===== config.mk =====
export PLATFORM = sky130hd
export DESIGN_NAME = bcd_seq_monitor
export DESIGN_NICKNAME = d
export VERILOG_FILES = /design/src/rtl/bcd_seq_monitor_pkg.sv /design/src/rtl/bcd_seq_monitor_inc.sv /design/src/rtl/bcd_seq_monitor.sv
export SDC_FILE = /design/constraint.sdc
export NUM_CORES = 1
export LEC_CHECK = 0
export CAP_MARGIN = 20
export CORE_MARGIN = 1
export CORE_UTILIZATION = 54
export DETAILED_ROUTE_END_ITERATION = 10
export PLACE_DENSITY = 0.79
export SYNTH_ARGS = -nofsm -noshare
export SYNTH_HDL_FRONTEND = slang
export SYNTH_HIERARCHICAL = 1
export SYNTH_SLANG_ARGS = --single-unit

===== constraint.sdc =====
create_clock -name clk -period 3.5 [get_ports clk]
set_clock_uncertainty 0.15 [all_clocks]
set_input_delay 0.7 -clock clk [delete_from_list [all_inputs] [get_ports clk]]
set_output_delay 0.7 -clock clk [all_outputs]
set_load 0.03 [all_outputs]

===== src/rtl/bcd_seq_monitor_pkg.sv =====
// Shared types and constants for the BCD sequence monitor.
// Successor helper used by the expected-value logic.
package bcd_seq_monitor_pkg;

  typedef enum logic {
    SYNC  = 1'b0,
    TRACK = 1'b1
  } state_t;

  localparam logic [3:0] BCD_MAX  = 4'd9;
  localparam logic [7:0] BCD2_SAT = 8'h99;

  function automatic logic [3:0] bcd_succ(
    input logic [3:0] v,
    input logic       up
  );
    logic [3:0] r;
    if (up) begin
      r = (v == BCD_MAX) ? 4'd0 : v + 4'd1;
    end else begin
      r = (v == 4'd0) ? BCD_MAX : v - 4'd1;
    end
    return r;
  endfunction

endpackage


===== src/rtl/bcd_seq_monitor_inc.sv =====
// Two-digit BCD tally that stops at 99.
// Units roll 9->0 and carry into tens.
module bcd2_sat_inc
  import bcd_seq_monitor_pkg::*;
(
  input  logic       clk,
  input  logic       reset,
  input  logic       inc,
  output logic [7:0] cnt
);

  always_ff @(posedge clk) begin
    if (reset) begin
      cnt <= 8'h00;
    end else if (inc && cnt != BCD2_SAT) begin
      if (cnt[3:0] == BCD_MAX) begin
        cnt <= {cnt[7:4] + 4'd1, 4'd0};
      end else begin
        cnt <= {cnt[7:4], cnt[3:0] + 4'd1};
      end
    end
  end

endmodule


===== src/rtl/bcd_seq_monitor.sv =====
// Checks an up/down BCD counter stream for legal successors,
// tallies errors and wraps, and flags lock after LOCK_N matches.
module bcd_seq_monitor
  import bcd_seq_monitor_pkg::*;
#(
  parameter int unsigned LOCK_N = 4
) (
  input  logic       clk,
  input  logic       reset,
  input  logic       m,
  input  logic [3:0] din,
  output logic       locked,
  output logic       err,
  output logic [7:0] err_cnt,
  output logic [7:0] wrap_cnt
);

  localparam logic [3:0] LOCK = 4'(LOCK_N);

  state_t     state, state_nx;
  logic [3:0] prev, expd;
  logic [3:0] match_cnt, match_nx;
  logic       m_q;
  logic       vld, hit, bad, wrap;
  logic       locked_nx, load;

  assign vld  = din <= BCD_MAX;
  assign expd = bcd_succ(prev, m_q);
  assign hit  = (state == TRACK) && vld && (din == expd);
  assign bad  = !vld || ((state == TRACK) && !hit);
  assign load = (state == TRACK) || vld;

  // Wrap direction follows the mode that produced this sample.
  assign wrap = hit && (m_q
    ? (prev == BCD_MAX && din == 4'd0)
    : (prev == 4'd0 && din == BCD_MAX));

  always_ff @(posedge clk) begin
    if (reset) state <= SYNC;
    else       state <= state_nx;
  end

  always_comb begin
    state_nx = state;
    unique case (state)
      SYNC:  if (vld)  state_nx = TRACK;
      TRACK: if (!vld) state_nx = SYNC;
      default:         state_nx = SYNC;
    endcase
  end

  always_comb begin
    match_nx  = match_cnt;
    locked_nx = locked;
    if (bad) begin
      match_nx  = 4'd0;
      locked_nx = 1'b0;
    end else if (hit) begin
      if (match_cnt != LOCK) match_nx = match_cnt + 4'd1;
      locked_nx = (match_nx == LOCK);
    end
  end

  always_ff @(posedge clk) begin
    if (reset) begin
      prev      <= 4'd0;
      m_q       <= 1'b0;
      match_cnt <= 4'd0;
      locked    <= 1'b0;
      err       <= 1'b0;
    end else begin
      if (load) begin
        prev <= din;
        m_q  <= m;
      end
      match_cnt <= match_nx;
      locked    <= locked_nx;
      err       <= bad;
    end
  end

  bcd2_sat_inc u_err (
    .clk   (clk),
    .reset (reset),
    .inc   (bad),
    .cnt   (err_cnt)
  );

  bcd2_sat_inc u_wrap (
    .clk   (clk),
    .reset (reset),
    .inc   (wrap),
    .cnt   (wrap_cnt)
  );

endmodule


# Word level (Yosys, flattened, before mapping)
# Cells that the tools add are included.
[word_totals]
reg_bits = 28
inputBits = 7
output_inout_bits = 18
word_cells = 54
[op_classes]
addsub = 7
magnitude_cmp = 1
n_eq_ne = 9
n_mux = 10
reduce_logical = 17
[op_table]
columns = ["op", "n"]
rows = [
  ["$mux W4", 8],
  ["$add A4 B1 Y4 const B", 6],
  ["$eq A4 B4 Y1 const B", 4],
  ["$ne A8 B8 Y1 const B", 2],
  ["$logic_and A1 B1 Y1", 8],
  ["$logic_not A4 Y1", 2],
  ["$eq A4 B3 Y1 const B", 1],
  ["$eq A4 B4 Y1", 1],
  ["$le A4 B4 Y1 const B", 1],
  ["$ne A4 B3 Y1 const B", 1],
  ["$reduce_and A2 Y1", 2],
  ["$sub A4 B1 Y4 const B", 1],
  ["$logic_not A1 Y1", 2],
  ["$logic_or A1 B1 Y1", 2],
  ["$mux W1", 2],
  ["$reduce_or A2 Y1", 1],
]

# Logic depth before layout (Yosys ltp)
# Gate-level depths: netlist of run 1.
[depth]
depth_word = 10
ltp_mapped = 11
depth_no_buf = 9

# By module
# Netlist of run 1, hierarchy kept.
[modules_own_cells]
columns = ["module", "n_inst", "cells_each", "area_per_inst_um2", "seq_area_each_um2"]
rows = [
  ["bcd_seq_monitor", 1, 118, 920.9, 240.2],
  ["bcd2_sat_inc", 2, 45, 444.2, 160.2],
]

# Worst setup path before layout of run 1
# Ideal clock, no wire load.
[synth_path]
kind = "input to register"
startpoint = "in din[2]"
endpoint = "reg u_wrap.cnt[4]"
arrival_ns = 2.903
setup_slack_ns = 0.326
path_stages = 7
path_cell_list = "o21ai_0 -> and4b_1 -> and4b_1 -> o22ai_2 -> nor4_1 -> and3b_4 -> mux2_4"
[synth_via]
elab_chain_cells = 6
[synth_lines]
columns = ["element", "line_no", "source"]
rows = [
  ["start, declared", "bcd_seq_monitor.sv:11", "input logic [3:0] din,"],
  ["$le A4 B4 Y1, or another cell as far along", "bcd_seq_monitor.sv:27", "assign vld = din <= BCD_MAX;"],
  ["$logic_and A1 B1 Y1 (on tied branches)", "bcd_seq_monitor.sv:29, bcd_seq_monitor.sv:35, bcd_seq_monitor.sv:36", ""],
  ["$logic_and A1 B1 Y1 or $mux W1 (tied branches)", "bcd_seq_monitor.sv:29, bcd_seq_monitor.sv:35", ""],
  ["$logic_and A1 B1 Y1 *", "bcd_seq_monitor.sv:34", "assign wrap = hit && (m_q"],
  ["via wrap", "bcd_seq_monitor.sv:24", "logic vld, hit, bad, wrap;"],
  ["$logic_and A1 B1 Y1 *", "bcd_seq_monitor_inc.sv:15", "end else if (inc && cnt != BCD2_SAT) begin"],
  ["$reduce_and A2 Y1 (no source line) *", "n/a", ""],
  ["end signal, assigned", "bcd_seq_monitor_inc.sv:17", "cnt <= {cnt[7:4] + 4'd1, 4'd0};"],
  ["end signal, assigned", "bcd_seq_monitor_inc.sv:19", "cnt <= {cnt[7:4], cnt[3:0] + 4'd1};"],
  ["end, declared", "bcd_seq_monitor_inc.sv:9", "output logic [7:0] cnt"],
]
# The timed path passes the listed nets; every way through them passes the cells marked *.
# A chain may end at the register's enable or synchronous reset.

# Final worst setup path of run 1
[layout_path]
startpoint = "in din[3]"
endpoint = "reg u_err.cnt[4]"
[layout_via]
elab_chain_cells = 8
[layout_lines]
columns = ["element", "line_no", "source"]
rows = [
  ["$le A4 B4 Y1", "bcd_seq_monitor.sv:27", ""],
  ["$logic_and A1 B1 Y1 (2 in series)", "bcd_seq_monitor.sv:29", "assign hit = (state == TRACK) && vld && (din == expd);"],
  ["$logic_not A1 Y1", "bcd_seq_monitor.sv:30", "assign bad = !vld || ((state == TRACK) && !hit);"],
  ["$logic_and A1 B1 Y1", "bcd_seq_monitor.sv:30", ""],
  ["$logic_or A1 B1 Y1 *", "bcd_seq_monitor.sv:30", ""],
  ["via bad", "bcd_seq_monitor.sv:24", ""],
  ["$logic_and A1 B1 Y1 *", "bcd_seq_monitor_inc.sv:15", ""],
  ["$reduce_and A2 Y1 (no source line) *", "n/a", ""],
  ["end signal, assigned", "bcd_seq_monitor_inc.sv:17", ""],
  ["end signal, assigned", "bcd_seq_monitor_inc.sv:19", ""],
  ["end, declared", "bcd_seq_monitor_inc.sv:9", ""],
]
# Marked as above.

==> results of run 1 <==
## worst min-delay path by stage
| stage | startpoint | to | slack [ps] | cells after the start |
|---|---|---|---|---|
| finish | locked | locked | 340 | 2 |
| global route | locked | locked | 380 | 2 |
| CTS | locked | locked | 340 | 2 |
| detailed placement | locked | locked | 320 | 2 |
| global placement | locked | locked | 310 | 2 |
| floorplan | match_cnt[3] | match_cnt[3] | 330 | 2 |
## synth_stat cells, drive strengths merged, types with 3 or more instances
master	instances
mux2	8
nand2b	6
inv	12
nor4	3
nor2b	4
and3	4
buf	6
nand2	15
and4b	4
nand3	8
a211o	5
nor2	22
nor3	5
o21ai	8
xor2	4
a21oi	13
xnor2	3
dfxtp	28
and3b	6
nand4	6
ha	6
## state kept, by name, summed over array words and instances (netlist names)
register	flops
locked	1
err	1
match_cnt	4
u_err/cnt	8
m_q	1
prev	4
state	1
u_wrap/cnt	8
## power by group
group | switching, mW | internal (mW)
Combinational | 0.0515 | 0.0408
Clock | 0.0936 | 0.0636
Sequential | 0.0191 | 0.327
## cell type report
class | count | area, sq um | area share
multi-input combinational | 158 | 1130 | 0.539
sequential | 28 | 561 | 0.267
timing repair buffer | 28 | 270 | 0.129
tap | 44 | 55.1 | 0.0263
inverter | 12 | 45.0 | 0.0215
clock buffer | 4 | 36.3 | 0.0173
## kinds of logic after synthesis
kind of cell / after synthesis / synth area share
compound gates: 41 / 0.172
buf+inv: 22 / 0.0664
mux: 8 / 0.0622
simple gates: 96 / 0.315
xor+xnor: 7 / 0.0339
fa+ha+maj: 6 / 0.0415
flops: 28 / 0.310
## worst reg2reg max path, cell delays in order, from the launching register on
cell and delay, ps:
dfxtp_1 480, or4_4 590, a211oi_2 300, and4b_1 240, o22ai_2 280, o21ai_2 110
nand2_1 230, and3b_4 260, mux2_4 300
## routing by layer
layer  vias up  part of all wire
li1        799                 -
met2        36              0.49
met1       750              0.47
met3         2             0.036
met4         0            0.0058
met5         -                 0
## layout by cell type, fill, tap and decap left out, drive strengths merged, types with 5 or more instances in the layout
| master | instances |
|---|---|
| dfxtp | 28 |
| clkdlybuf4s50 | 24 |
| nor2 | 22 |
| nand2 | 15 |
| a21oi | 13 |
| inv | 12 |
| nand3 | 8 |
| o21ai | 8 |
| mux2 | 8 |
| nand4 | 6 |
| nand2b | 6 |
| ha | 6 |
| and3b | 6 |
| nor3 | 5 |
| a211o | 5 |
## metrics by stage
step	hold WS [ps]	power, mW	cell area [sq um]	worst slack (ps)	std cells
after floorplan	325	0.416	1810	326	208
after global placement	312	0.440	2060	136	270
after detailed placement	324	0.445	2060	42.0	270
after CTS	344	0.601	2100	389	274
after global routing	383	0.625	2100	222	274
final	339	0.596	2100	358	274
==> results.md, run 1 <==
- The run finished with clean final reports.
- The final layout net count is roughly 240.
- The total global routing track utilization is 0.222.
- For this configuration, the core starts out at a cell density of 0.578.
- The first-pass GRT wire length is approximately 6100 um.
- The cell seen most often among critical-path stages is and4b_1.
- The tool flagged a number of max-cap violations equal to 0.
- The routed design could run at a clock period as short as approximately 3100 ps.
- 0 antenna diodes ended up in the layout.
- On the critical path the largest part of the delay comes from simple AND/OR/NAND/NOR gates.
- In this run the count of I/O pins placed on the die edge is 25.
- Clock latency on the worst-skew pair, taken at its later pin, is 320 ps.
- CTS placed an instance of clkbuf_4 at the clock tree root.
- Of the post-synthesis cell area, the dominant cell type holds 0.310.
- In this run the tool buffered the top-level ports with 24 buffer cells.
- Fill cells in the final layout number 253.
- After global routing the overflow that remains totals 0.
- The area added between synthesis and finish is 15.8%.
- For the worst setup path, the data arrival time is approximately 3200 ps.
- After floorplanning, the core was divided into 20 placement rows.
- The count of synthesis-stage warnings from yosys is 6.
- The routing layer with the top usage in global route is met2.
- For the worst flop-to-flop path, the logic depth is 8.
- After synthesis, the cell types taking the most area are dfxtp_1, mux2_4, nor2_1.
- The slew at the pin closest to its max-slew limit is 496 ps.
- The routed wirelength normalized by instance count is ~14 um.
- The depth of the CTS H-tree is 1.
- The CTS clock-pin slew for the worst setup and hold paths is 150 ps.
- Static timing analysis puts the maximum clock frequency at approximately 0.32 GHz.
- The distinct cell type count after synthesis is ~50.
- The max-slew violation count is 0.
- The cell with the biggest individual delay on the critical path is clkdlybuf4s50_1.
- The post-synthesis instance total is approximately 210.
- The die area is about 3600 sq um.
- The overall die width is roughly 60 um.
- For this run, global-route usage on met2 was measured as 0.383.
- After synthesis, the mean cell area works out to about 8.7 sq um.
- The largest fanout on the critical path is 10.
- The headroom to the max-slew limit is 0.668.
- The first-pass detailed-route iteration total is 6.
- The post-route setup TNS is 0 ps.
- Using the TritonRoute via totals, the vias-per-cell ratio works out to between 5 and 6.
- The most critical setup path has its startpoint at din[3].
- In this run the worst hold path is classified as reg -> reg.
- The required time at the worst-slack endpoint is 3580 ps.
- The share of flip-flops with an asynchronous set or reset after synthesis is 0.
- The type of origin of the critical path is a primary input.
- The register-to-register setup slack is roughly 470 ps.
- For this run, the slowest stage of the critical path takes roughly 660 ps.
- Of the cells placed in the final design, the portion with a size suffix greater than 1 is 0.143.
- The total count of hold-check failures in the final report is 0.
- In this run the standard cell core region covers approximately 3100 sq um.
- The pin count of the biggest net entering global routing is 18.
- Setup repair after global routing left no endpoint under its margin.
- Counting flops and latches in the post-synthesis netlist gives 28.
- After clock tree synthesis, the repair step resized 0 gates.
- At the end of routability-driven placement, the weighted congestion stood at approximately 0.85.
- The post-synth net total is 221.
- The clock tree from TritonCTS is built.
- For this block, the routed nets add up to 3820 um of wire.
- The fraction of the yosys area taken by sequential cells is 0.310.
- The cell area after synthesis is around 1800 sq um.
- The number of buffers added for setup after CTS is 0.
- The largest total area in the synthesized netlist belongs to dfxtp_1.
- At the end of the flow the core is filled with cells to 0.670.
- The most common flop cell mapped by yosys is dfxtp_1.
- Buffers inserted during clock tree synthesis total 3.
- In this run the remaining antenna-violating nets after routing total 0.
- The detailed placer's ending HPWL is about 2700 um.
- The start of the worst register-to-register path is prev[0].
- The critical path is of the in -> reg type.
- The number of enable-type register cells in the synthesized netlist is 0.
- The initial antenna violation count is 0.
- The share of the cycle needed by the critical path after routing is 0.898.
- For this run, global-route usage on met1 was measured as 0.285.
- For this design the ratio of total power to cell area is about 280 nW/um^2.
- Together, buffers and inverters on the worst path number 1.
- Traced cell by cell, the critical path runs through clkdlybuf4s50_1 -> o21ai_0 -> and4b_1 -> and4b_1 -> o22ai_2 -> o21ai_2 -> nand2_1 -> and3b_4 -> mux2_4.
- The endpoint of the worst setup timing path is u_err/cnt[4].
- The count of hold-fix buffers inserted at cts is 0.
- The number of cells on the critical path is 9.
- After detailed routing, the number of remaining DRC violations is 0.
- The number of global-route vias before repair is approximately 1400.
- The final setup violation count is 0.
- The static leakage is between 0.8 and 0.9 nW.
- CTS saw 28 sinks.
- The die is 59.9 um tall.
- STA classifies the critical path endpoint as a register.
- The detailed router's first-iteration violation count is between 100 and 150.
- VDD sags by at most 0.158 mV.
- The reg-to-reg critical path endpoint is u_err/cnt[4].
- For met3 alone, demand over resource in global routing was 0.0195.
- The longest clock path from root to sink contains 2 buffers.
- The count of vias placed by the detailed router is 1587.
Note: power is estimated with default switching activity, not from simulation.
==> run 2: changes to the inputs <==
GPL_TIMING_DRIVEN = 0   (was default)
SLEW_MARGIN = 20   (was default)
==> run 2 against run 1 <==
- routed wire length increased by 0.78%
- via count is 0.57% higher
- critical path depth shrank 1
- final cell count increased by 1.8%
- first-iteration DRC count is 14% higher
- core utilization is 1.6 points higher
- global-route usage rose by 1.3 points
- count of clock-buffer cells in the layout unchanged
- sequential power down 3%
==> results.md, run 2 (synthesis results as in run 1) <==
- The detailed router's first-iteration violation count came to 154 (+14%).
- The first-pass detailed-route iteration total is 5 (-1).
- The number of global-route vias before repair is 1555 (+8.3%).
- The average vias per placed instance is 5.72 (-1.2%).
- The headroom to the max-slew limit came to 0.682 (+0.0138).
- The flow ran to the end, and the final reports show no timing, DRC or antenna violations.
- The met3 demand-to-capacity share in global routing is 0.0260 (+0.00649).
- The required time at the worst-slack endpoint was 3590 ps (about the same).
- The post-route setup TNS came to 0 ps (unchanged).
- The initial cell density of the core came to 0.578 (unchanged).
- The min-delay analysis places its worst path in the category reg -> reg.
- The commonest non-fill, non-tap cell in the layout is dfxtp_1.
- The antenna diode count is 0 (unchanged).
- The worst setup path is of the in -> reg kind.
- The filler-free cell count of the finished design is 279 (+1.8%).
- The final worst slack came to 293 ps (-65.3 ps).
- The global route total overflow is 0 (unchanged).
- The count of max-cap constraint violations is 0 (unchanged).
- The insertion delay of the later-clocked pin in the worst-skew pair was 330 ps (about the same).
- The clock sink total is 28 (unchanged).
- The library cells used most frequently in the layout, excluding fill and tap cells, are dfxtp_1, clkdlybuf4s50_1, nor2_1, nand2_1, inv_1.
- The depth of the CTS H-tree is 1 (unchanged).
- The fmax came to 0.312 GHz (-2.0%).
- The critical path goes through clkdlybuf4s50_1 -> o21ai_1 -> and4b_1 -> and4b_1 -> o22ai_2 -> nor4_4 -> and3b_4 -> mux2_4.
- The end-of-flow core utilization came to 0.686 (+0.0160).
- The cell with the biggest individual delay on the critical path is nor4_4.
- The die area is 3590 sq um (unchanged).
- The final layout net count came to 249 (+2.0%).
- The count of vias placed by the detailed router is 1596 (+0.57%).
- The number of cells after detailed placement came to 275 (+1.9%).
- The vertical extent of the die is 59.9 um (unchanged).
- The met2 global-route usage came to 0.425 (+0.0429).
- The number of buffers created by CTS was 3 (unchanged).
- The total global routing track utilization was 0.235 (+0.0133).
- The number of nets still failing antenna checks after routing is 0 (unchanged).
- The type of origin of the critical path is a primary input.
- The data arrival time of the critical path was 3300 ps (+80 ps).
- The pin count of the biggest net entering global routing is 16 (-2).
- The minimum setup slack after placement came to -725 ps (-767 ps).
- The largest registers in the layout are u_err/cnt: 8 flops, u_wrap/cnt: 8 flops.
- The top-level port count is 25 (unchanged).
- The detailed placer's ending HPWL is 2790 um (+3.2%).
- The proportion of layout cells with a drive suffix above 1 is 0.153 (+0.00971).
- The final setup violation count is 0 (unchanged).
- The total power per unit cell area came to 282 nW/um^2 (-0.70%).
- The post-route DRC violation count is 0 (unchanged).
- The routed wirelength normalized by instance count came to 13.8 um (-1.0%).
- The tree is rooted in a clkbuf_4.
- TritonCTS built the clock tree.
- The critical path buffer and inverter count is 1 (unchanged).
- The maximum vdd ir drop is 0.218 mV (+37%).
- The kind of cell with the highest combined delay on the critical path is simple AND/OR/NAND/NOR gates.
- The count of hold-fix buffers inserted at cts is 0 (unchanged).
- The overall die width is 59.9 um (unchanged).
- The routed wire length is 3850 um (+0.78%).
- Setup repair after global routing left no endpoint under its margin.
- The endpoint kind of the worst setup timing path is a register.
- The slew at the pin closest to its max-slew limit is 477 ps (-19.1 ps).
- The maximum root-to-sink buffer count is 2 (unchanged).
- The peak per-stage delay on the critical path is 510 ps (-150 ps).
- The initial antenna violation count is 0 (unchanged).
- The total count of hold-check failures in the final report is 0 (unchanged).
- The placeable core region is 3130 sq um (unchanged).
- The largest fanout on the critical path is 8 (-2).
- The CTS clock-pin slew for the worst setup and hold paths was 150 ps (about the same).
- The routability congestion estimate is 0.867 (+2.3%).
- The share of the cycle needed by the critical path after routing is 0.916 (+0.0187).
- The max-slew violation count was 0 (unchanged).
- The static leakage is 0.843 nW (+4.7%).
- The number of standard-cell rows in the floorplan is 20 (unchanged).
- The first-pass GRT wire length is 6490 um (+6.4%).
- The most numerous cell type found on the critical path is and4b_1.
- The met1 usage is 0.271 (-0.0145).
- The count of buffers inserted at the top-level ports is 23 (-4.2%).
- The shortest clock period the worst path allows after layout is 3210 ps (+65.3 ps).
- The global routing stage identified its most utilized layer as met2.
- The area added between synthesis and finish is 18.6%.
-- run 2: cell count changes in the layout (fill, tap and decap cells not counted) --
cell,previous run,this run
clkdlybuf4s50_1,24,23
nor4_4,0,1
dlymetal6s2s_1,0,2
clkbuf_1,0,2
buf_2,0,4
buf_4,4,0
buf_6,0,2
o21ai_1,0,1
o21ai_0,7,6
nor4_1,3,2
-- run 2: metal layers --
layer,share of wire,wire [um]
met5,0,0
met1,0.46,1770
met4,0.020,79
met2,0.49,1900
met3,0.028,106
-- run 2: what timing repair did --
action                     4_1_cts  5_1_grt
setup endpoints to repair        8        4
gates resized for setup          2        1
buffers inserted                 0        0
-- run 2: final cells by class --
cell class              count  area (sq um)
plain buffers              10          75.1
clock buffers               4          36.3
fillers                   268           982
inverters                  12          45.0
multi-input cells         158          1140
flip-flops and latches     28           561
well taps                  44          55.1
repair buffers             23           230
-- run 2: path summary, 6_finish.rpt --
path	from	to	slack, ps	cells past startpoint
setup / recovery	din[2]	u_wrap/cnt[4]	290	8
hold / removal	locked	locked	330	2
hold reg to reg	locked	locked	330	2
setup reg to reg	m_q	u_err/cnt[5]	540	9
-- run 2: stage by stage --
step	hold slack (ps)	area [sq um]	power, mW
2_1_floorplan	325	1810	0.416
3_3_place_gp	309	2090	0.444
3_5_place_dp	314	2090	0.449
4_1_cts	336	2150	0.612
5_1_grt	374	2150	0.630
6_report	333	2150	0.606
-- run 2: where the power goes --
part | total, mW | switching (mW) | leakage (nW) | internal [mW]
clock network | 0.160 | 0.0962 | 0.0210 | 0.0638
logic | 0.110 | 0.0657 | 0.594 | 0.0447
registers | 0.335 | 0.00817 | 0.228 | 0.327
-- run 2: worst min-delay path, cell delays in order, from the launching register on --
cell      delay (ps)
dfxtp_1          340
nand2b_1          60
a21oi_1           60
==> run 3: changes to the inputs <==
CELL_PAD_IN_SITES_DETAIL_PLACEMENT = 1   (was default)
CELL_PAD_IN_SITES_GLOBAL_PLACEMENT = 1   (was default)
CORE_UTILIZATION = 41   (was 54)
PLACE_DENSITY = default   (was 0.79)
PLACE_DENSITY_LB_ADDON = 0.1   (was default)
==> run 3 against run 2 <==
- sequential cell count stayed put
- count of clock-buffer cells in the layout unchanged
- core utilization decreased by 16 points
- worst setup slack worse by 66 ps
- routed wire length is 14% higher
- die area up 31%
- non-clock buffer count stayed put
- hold slack gained 2.4 ps
- sequential share of layout area fell by 0.32 points
- combinational power about the same
- first-iteration DRC count down 56%
- largest cell class unchanged
==> results.md, run 3 (synthesis results as in run 1) <==
- The reg-to-reg critical path endpoint is u_err/cnt[4].
- The count of vias placed by the detailed router was 1601 (+0.31%).
- The met2 global-route usage is 0.368 (-0.0577).
- The number of fill cells came to 515 (+92%).
- The slew at the pin closest to its max-slew limit was 515 ps (+38.2 ps).
- The final layout net count is 249 (unchanged).
- In this run the most used layer during global routing was met2.
- The pin count of the biggest net entering global routing is 16 (unchanged).
- The static leakage came to 0.851 nW (+0.92%).
- The count of buffers inserted at the top-level ports is 23 (unchanged).
- The clock sink total is 28 (unchanged).
- The first-pass detailed-route iteration total is 4 (-1).
- The count of hold-fix buffers inserted at cts was 0 (unchanged).
- The peak per-stage delay on the critical path is 500 ps (about the same).
- The critical path buffer and inverter count came to 1 (unchanged).
- The run finished with clean final reports.
- The number of standard-cell rows in the floorplan is 23 (+15%).
- The worst hold path stage count came to 2 (unchanged).
- The hold path startpoint is locked.
- The shortest clock period the worst path allows after layout is 3270 ps (+66.0 ps).
- The average vias per placed instance is 5.62 (-1.8%).
- The number of nets still failing antenna checks after routing was 0 (unchanged).
- The critical path is of the in -> reg type.
- The overall power is 0.652 mW (+7.6%).
- The startpoint identified for the worst register-to-register timing path is m_q.
- The overall die width is 68.4 um (+14%).
- The count of max-cap constraint violations is 0 (unchanged).
- The multi-input logic area is 1140 sq um (unchanged).
- The minimum setup slack after placement is -717 ps (+7.71 ps).
- Setup repair after global routing left no endpoint under its margin.
- The met1 usage was 0.239 (-0.0312).
- The endpoint of the worst hold-timing path is locked.
- The initial cell density of the core came to 0.440 (-0.139).
- The final worst slack was 226 ps (-66.0 ps).
- The required time at the worst-slack endpoint was 3520 ps (-70 ps).
- The met3 demand-to-capacity share in global routing is 0.0217 (-0.00431).
- The share of the cycle needed by the critical path after routing is 0.935 (+0.0189).
- The routed wire length is 4380 um (+14%).
- The type of the worst min-delay path is reg -> reg.
- The maximum vdd ir drop is 0.265 mV (+22%).
- The area taken by flip-flops and latches is 561 sq um (unchanged).
- The detailed placer's ending HPWL is 3220 um (+16%).
- The worst reg-to-reg path cell count is 9 (unchanged).
- The headroom to the max-slew limit is 0.655 (-0.0266).
- The endpoint kind of the worst setup timing path is a register.
- The type of origin of the critical path is a primary input.
- The register-to-register setup slack is 550 ps (about the same).
- The signal on the critical path passes through clkdlybuf4s50_1 -> o21ai_1 -> nand4_1 -> a211oi_2 -> o22ai_2 -> nor4_4 -> and3b_4 -> mux2_4.
- The largest fanout on the critical path is 8 (unchanged).
- The final setup violation count was 0 (unchanged).
- The global route total overflow was 0 (unchanged).
- TritonCTS built the clock tree.
- The library cell used most frequently in the layout, excluding fill and tap cells, is dfxtp_1.
- The area added between synthesis and finish is 20.1%.
- The top-level port count was 25 (unchanged).
- The CTS clock-pin slew for the worst setup and hold paths is 100 ps (-50 ps).
- The number of global-route vias before repair came to 1603 (+3.1%).
- The vertical extent of the die is 68.4 um (+14%).
- The antenna diode count is 0 (unchanged).
- The placeable core region was 4120 sq um (+32%).
- The maximum root-to-sink buffer count is 2 (unchanged).
- The fmax is 0.305 GHz (-2.0%).
- The first-pass GRT wire length is 7110 um (+9.5%).
- The number of buffers created by CTS is 3 (unchanged).
- The routability congestion estimate is 0.779 (-10%).
- The detailed router's first-iteration violation count is 68 (-56%).
- The depth of the CTS H-tree is 1 (unchanged).
- The top cell types in the final layout, fill and taps aside, are dfxtp_1, clkdlybuf4s50_1, nor2_1, nand2_1, inv_1.
- The max-slew violation count came to 0 (unchanged).
- The total count of hold-check failures in the final report is 0 (unchanged).
- The insertion delay of the later-clocked pin in the worst-skew pair is 270 ps (-60 ps).
- The kind of cell with the highest combined delay on the critical path is simple AND/OR/NAND/NOR gates.
- The slowest stage of the critical path is the clkdlybuf4s50_1 cell.
- The proportion of layout cells with a drive suffix above 1 came to 0.153 (unchanged).
- In the final layout, the registers with the most flip-flops are u_err/cnt: 8 flops, u_wrap/cnt: 8 flops.
- The initial antenna violation count is 0 (unchanged).
- The data arrival time of the critical path came to 3300 ps (about the same).
- The cell chosen for the clock root is clkbuf_8.
- The die area is 4680 sq um (+31%).
- The post-route DRC violation count came to 0 (unchanged).
- The end-of-flow core utilization is 0.528 (-0.158).
- The routed wirelength normalized by instance count is 15.4 um (+11%).
- The total power per unit cell area is 300 nW/um^2 (+6.3%).
- The total global routing track utilization is 0.200 (-0.0355).
==> run 3: cell counts in the layout (fill, tap and decap cells not counted) <==
Identical to the previous run, type by type.
==> run 3: metal layers <==
layer / vias to the layer above / part of all wire
met5: - / 0
met4: 0 / 0.0043
met3: 2 / 0.020
met2: 20 / 0.50
met1: 777 / 0.47
li1: 802 / -
==> run 3: power by group <==
part / leakage [nW] / internal [mW] / switching [mW]
sequential: 0.228 / 0.327 / 0.00801
combinational: 0.594 / 0.0447 / 0.0672
clock: 0.0288 / 0.101 / 0.104
==> run 3: worst max-delay path by stage <==
stage / cells after the start / to / slack, ps / from
floorplan: 7 / u_wrap/cnt[4] / 330 / din[2]
global placement: 8 / u_wrap/cnt[5] / -670 / din[2]
detailed placement: 8 / u_wrap/cnt[5] / -720 / din[2]
CTS: 8 / u_wrap/cnt[5] / 110 / din[2]
global route: 8 / u_wrap/cnt[4] / 80 / din[2]
finish: 8 / u_wrap/cnt[5] / 230 / din[2]
==> run 3: what timing repair did <==
item                       in CTS  in global routing
setup endpoints to repair       8                 12
gates resized for setup         2                  1
cloned                          0                  0
setup buffers                   0                  0
==> run 3: cell type report <==
class	instances	share of cell area
well taps	50	0.0288
clock buffers	4	0.0253
flip-flops and latches	28	0.258
inverters	12	0.0207
repair buffers	23	0.106
multi-input cells	158	0.526
plain buffers	10	0.0346
==> run 3: stage by stage <==
stage	setup TNS, ps	hold WS (ps)	area, sq um	instances
detailed placement	-5270	328	2100	281
global route	0	372	2170	285
CTS	0	345	2170	285
floorplan	0	325	1810	208
finish	0	335	2170	285
global placement	-4570	309	2100	281
==> run 3: worst register-to-register path: cells and delay by family (launching register included) <==
family | cells | cell delay, ps
simple gates | 4 | 1220
compound gates | 3 | 740
flops | 1 | 320
mux | 1 | 300
buf+inv | 1 | 130
